[config.mk]
export PLATFORM = sky130hd
export DESIGN_NAME = truth_table_scanner
export DESIGN_NICKNAME = d
export VERILOG_FILES = /design/src/rtl/tt_pkg.sv /design/src/rtl/truth_table_scanner.sv
export SDC_FILE = /design/constraint.sdc
export NUM_CORES = 1
export LEC_CHECK = 0
export CAP_MARGIN = 40
export CORE_MARGIN = 1.5
export CORE_UTILIZATION = 45
export DETAILED_ROUTE_END_ITERATION = 8
export PLACE_DENSITY = 0.71
export SLEW_MARGIN = 20
export SYNTH_ARGS = -nofsm -noshare
export SYNTH_HDL_FRONTEND = slang
export SYNTH_SLANG_ARGS = --single-unit
[constraint.sdc]
create_clock -name clk -period 2.4 [get_ports clk]
set_clock_uncertainty 0.15 [all_clocks]
set_input_delay 0.48 -clock clk [delete_from_list [all_inputs] [get_ports clk]]
set_output_delay 0.48 -clock clk [all_outputs]
set_load 0.01 [all_outputs]
[src/rtl/tt_pkg.sv]
// Shared types and size helper for the truth-table scanner.
package tt_pkg;

  typedef enum logic [1:0] {
    IDLE   = 2'b00,
    SETTLE = 2'b01,
    SAMPLE = 2'b10,
    DONE   = 2'b11
  } state_e;

  function automatic int unsigned TT_SIZE(input int unsigned n);
    return 32'(1) << n;
  endfunction

endpackage

[src/rtl/truth_table_scanner.sv]
// Clocked sweep of an N-input boolean block: drives every input vector, captures the
// 1-bit response into a truth mask, counts maxterms and compares against an expected mask.
module truth_table_scanner
  import tt_pkg::*;
#(
  parameter int unsigned N          = 3,
  parameter int unsigned SETTLE_CYC = 1
) (
  input  logic                  clk,
  input  logic                  rst,
  input  logic                  start,
  input  logic [TT_SIZE(N)-1:0] expected,
  input  logic                  f_in,
  output logic [N-1:0]          vec_out,
  output logic                  busy,
  output logic                  done,
  output logic [TT_SIZE(N)-1:0] table_out,
  output logic [N:0]            zero_count,
  output logic                  mismatch,
  output logic [N-1:0]          first_bad_idx
);

  localparam int unsigned SZ = TT_SIZE(N);
  localparam int unsigned CW = (SETTLE_CYC > 1) ? $clog2(SETTLE_CYC) : 1;
  localparam logic [N-1:0]  IDX_LAST = '1;
  localparam logic [CW-1:0] CNT_LAST = CW'(SETTLE_CYC - 1);

  state_e          state_q;
  logic [SZ-1:0]   exp_q;
  logic [N-1:0]    idx_q;
  logic [CW-1:0]   cnt_q;
  logic [N-1:0]    vec_q;
  logic            busy_q;
  logic            done_q;
  logic [SZ-1:0]   table_q;
  logic [N:0]      zc_q;
  logic            mm_q;
  logic [N-1:0]    fb_q;

  // Single-process FSM; every output is a register so vec_out never glitches.
  always_ff @(posedge clk or posedge rst) begin
    if (rst) begin
      state_q <= IDLE;
      exp_q   <= '0;
      idx_q   <= '0;
      cnt_q   <= '0;
      vec_q   <= '0;
      busy_q  <= 1'b0;
      done_q  <= 1'b0;
      table_q <= '0;
      zc_q    <= '0;
      mm_q    <= 1'b0;
      fb_q    <= '0;
    end else begin
      done_q <= 1'b0;
      case (state_q)
        IDLE: begin
          if (start) begin
            exp_q   <= expected;
            idx_q   <= '0;
            vec_q   <= '0;
            cnt_q   <= '0;
            table_q <= '0;
            zc_q    <= '0;
            mm_q    <= 1'b0;
            fb_q    <= '0;
            busy_q  <= 1'b1;
            state_q <= SETTLE;
          end
        end
        SETTLE: begin
          cnt_q <= cnt_q + CW'(1);
          if (cnt_q == CNT_LAST) state_q <= SAMPLE;
        end
        SAMPLE: begin
          table_q[idx_q] <= f_in;
          if (!f_in) zc_q <= zc_q + (N+1)'(1);
          // Only the first disagreement is recorded, giving the lowest bad index.
          if ((f_in != exp_q[idx_q]) && !mm_q) begin
            mm_q <= 1'b1;
            fb_q <= idx_q;
          end
          if (idx_q == IDX_LAST) begin
            done_q  <= 1'b1;
            busy_q  <= 1'b0;
            state_q <= DONE;
          end else begin
            idx_q   <= idx_q + N'(1);
            vec_q   <= idx_q + N'(1);
            cnt_q   <= '0;
            state_q <= SETTLE;
          end
        end
        DONE: begin
          state_q <= IDLE;
        end
        default: begin
          state_q <= IDLE;
        end
      endcase
    end
  end

  assign vec_out       = vec_q;
  assign busy          = busy_q;
  assign done          = done_q;
  assign table_out     = table_q;
  assign zero_count    = zc_q;
  assign mismatch      = mm_q;
  assign first_bad_idx = fb_q;

endmodule

==> results by group <==
Status
  – Run status: complete, no violations

STA
  – Final slew viol count: 0
  – Slew @ Worst Pin: 0.4395 ns
  – Final Critical Period: ~2.2 ns
  – # setup viols final: 0
  – Max-slew headroom: between 70% and 80%
  – Unrepaired setup endpoints after global routing: false
  – Post-route setup TNS: 0 ns
  – Peak Freq: 452.9 MHz
  – Period utilization: around 90%
  – Endpoints failing hold: 0

Critical path
  – CP max FO: 15
  – CP Depth: 1
  – R2R setup slack: approximately 0.29 ns
  – Req. time, crit path: roughly 1.8 ns
  – WP data arrival: 1.58 ns
  – Buffers & Inverters on Critical Path: 1
  – Element type at the critical path end: output port
  – Critical path's top delay family: buffers and inverters
  – Critical Path Max Stage Delay: 0.63 ns
  – Max stage delay cell, worst path: clkdlybuf4s50_1
  – Startpoint types: flip-flop
  – Cell depth of the worst flop-to-flop path: 4
  – Crit path cell chain: clkdlybuf4s50_1
  – Setup Crit Path Kind: reg2out

Finish
  – Layout cells sized above 1: ~15%
  – Antenna diodes: 0
  – Fin nets: just under 200
  – Util after Layout: between 50% and 60%
  – Non-Filler Instances: 227
  – Area Growth Syn to Fin: 26.89%
  – Post-route cell area: 1996 sq um
  – # fillers: roughly 280

Synth
  – Register area share after synthesis: around 50%
  – Avg Inst Size Synth: about 11 sq um
  – YS warnings: 0
  – FF+latch count, synth: 32
  – Synth area leaders: dfrtp_1 (51%), mux2_2 (7.9%), nand2_1 (5.7%)
  – Post-Syn Instances: around 150
  – Asr flop ratio synth: 100.0%
  – Ys flop type: dfrtp_1
  – Cell area after synthesis: about 1600 sq um
  – Post-synth EDFFs: 0
  – Area leader, netlist: dfrtp_1
  – Synth cell types: 29
  – Post-synth top cells: dfrtp_1 (32), nand2_1 (24), mux2_2 (11), a22o_1 (9), nand3_1 (9)
  – Most common cell in the synthesized netlist: dfrtp_1
  – Yosys top cell area share: between 50% and 60%
  – Mapped Nets: 160

Detailed routing
  – WL final: ~3100 microns
  – Avg WL per Cell: around 14 microns
  – Drc violations: 0
  – Via count: around 1200
  – Vias per cell: 5.247
  – TritonRoute pass-1 iters: 4
  – First DRT Iteration DRCs: 50
  – Number of routed nets with antenna violations: 0

Die
  – Die X: between 60 and 70 microns
  – Core box area: 3337 sq um
  – Die height: slightly above 60 microns
  – Starting density of the core: 47.13%
  – I/O Pins: 33
  – Die footprint: a little under 4000 sq um
  – FP Rows: 21

Placement
  – Detailed Place HPWL: roughly 2200 microns
  – Placed Cells: 220
  – Port Buffers: 32
  – Post-DP Area: a little under 2000 sq um
  – GP Congestion: 0.7909

Global routing
  – Grt ovf: 0
  – Tot GR Track Use: 17.98%
  – Pin count of the biggest net entering global routing: 33
  – First-pass GRT wire length: around 5500 microns
  – Initial antenna violation count: 0
  – Vias in the first global route: about 1200

Clocking
  – Clk root buf: clkbuf_4
  – Post-cts sizing count: 0
  – Worst-skew pair later-pin latency: around 0.33 ns
  – Clock tree from TritonCTS: done
  – Htree depth: 2
  – Cts hold-fix bufs: 0
  – Max Buffers Root-to-Sink: 2
  – Reg clk slew, reported paths: around 0.09 ns
  – CTS sink cnt: 32
  – Post-CTS Setup Inserts: 0
  – CTS Buf Count: 5

Worst hold path
  – Hold depth: 2
  – Min-Delay Path Class: reg2reg

Power
  – Total power: 1.954 mW
  – P_leak: just under 0.9 nW
  – Worst VDD drop: about 0.6 mV
  – Power density over the cells: just under 1000 nW/um^2

Flow run
  – Max-Cap Viols: 0
==> state kept, by name, indices dropped and copies added, names as in the netlist <==
register,cells
busy,1
cnt_q,1
done,1
exp_q,8
first_bad_idx,3
mismatch,1
state_q,2
table_out,8
vec_out,3
zero_count,4
==> placed cells by master, fill, tap and decap left out, types with 4 or more instances in the layout <==
master	instances
mux2i_1	4
nand3_1	9
nor2b_1	5
buf_4	5
nor2_1	8
dfrtp_1	32
nand2b_1	4
clkdlybuf4s50_1	32
nand2_1	24
mux2_2	11
a22o_1	9
clkbuf_4	5
o211ai_1	6
==> through the flow <==
stage,setup WS [ns],hold WS (ns)
floorplan,0.4419,0.3096
global placement,0.3843,0.3124
detailed placement,0.2834,0.3199
CTS,0.1608,0.3492
global route,0.1150,0.3915
finish,0.1919,0.3424
==> power breakdown <==
group | internal (mW) | total [mW] | switching, mW | leakage, nW
clock network | 0.108 | 0.283 | 0.175 | 0.0281
registers | 0.695 | 0.873 | 0.177 | 0.416
logic | 0.444 | 0.798 | 0.354 | 0.451
total | 1.25 | 1.95 | 0.706 | 0.895
==> layout make-up <==
type                       instances  area [sq um]  share of cell area (%)
inverter                           3         11.26                  0.5643
sequential                        32         800.8                   40.13
clock inverter                     1         5.005                  0.2508
clock buffer                       6         41.29                   2.069
multi-input combinational        102         721.9                   36.18
timing repair buffer              37         357.8                   17.93
tap                               46         57.56                   2.884
==> worst paths after layout <==
check	startpoint	to
max in group asynchronous	rst	zero_count[2]
hold / removal	busy	busy
min in group asynchronous	rst	exp_q[0]
setup / recovery	vec_out[1]	vec_out[1]
hold reg to reg	busy	busy
setup reg to reg	vec_out[0]	first_bad_idx[1]
==> per-layer routing <==
layer,vias to the layer above,GRT usage [%],wire (microns)
met3,5,5.435,105
met2,21,28.40,1541
met1,576,23.53,1392
met5,-,0,0
li1,589,-,-
met4,0,6.667,35
==> worst reg2reg max path, cell delays in order, from the launching register on <==
cell and delay [ns]:
dfrtp_1 0.60, mux2i_1 0.14, mux4_2 0.52, mux2i_4 0.24, o311ai_0 0.35
==> kinds of logic (layout without fill, tap and decap cells) <==
logic type / Yosys count / count (layout) / synth area share (%)
AOI/OAI and AO/OA: 25 / 25 / 12.81
DFF: 32 / 32 / 50.92
and+or+nand+nor: 56 / 56 / 16.87
buffers and inverters: 11 / 47 / 3.182
adders and majority gates: 3 / 3 / 2.387
xor gates and xnor gates: 1 / 1 / 0.5570
muxes: 17 / 17 / 13.29
Note: power is estimated with default switching activity, not from simulation.
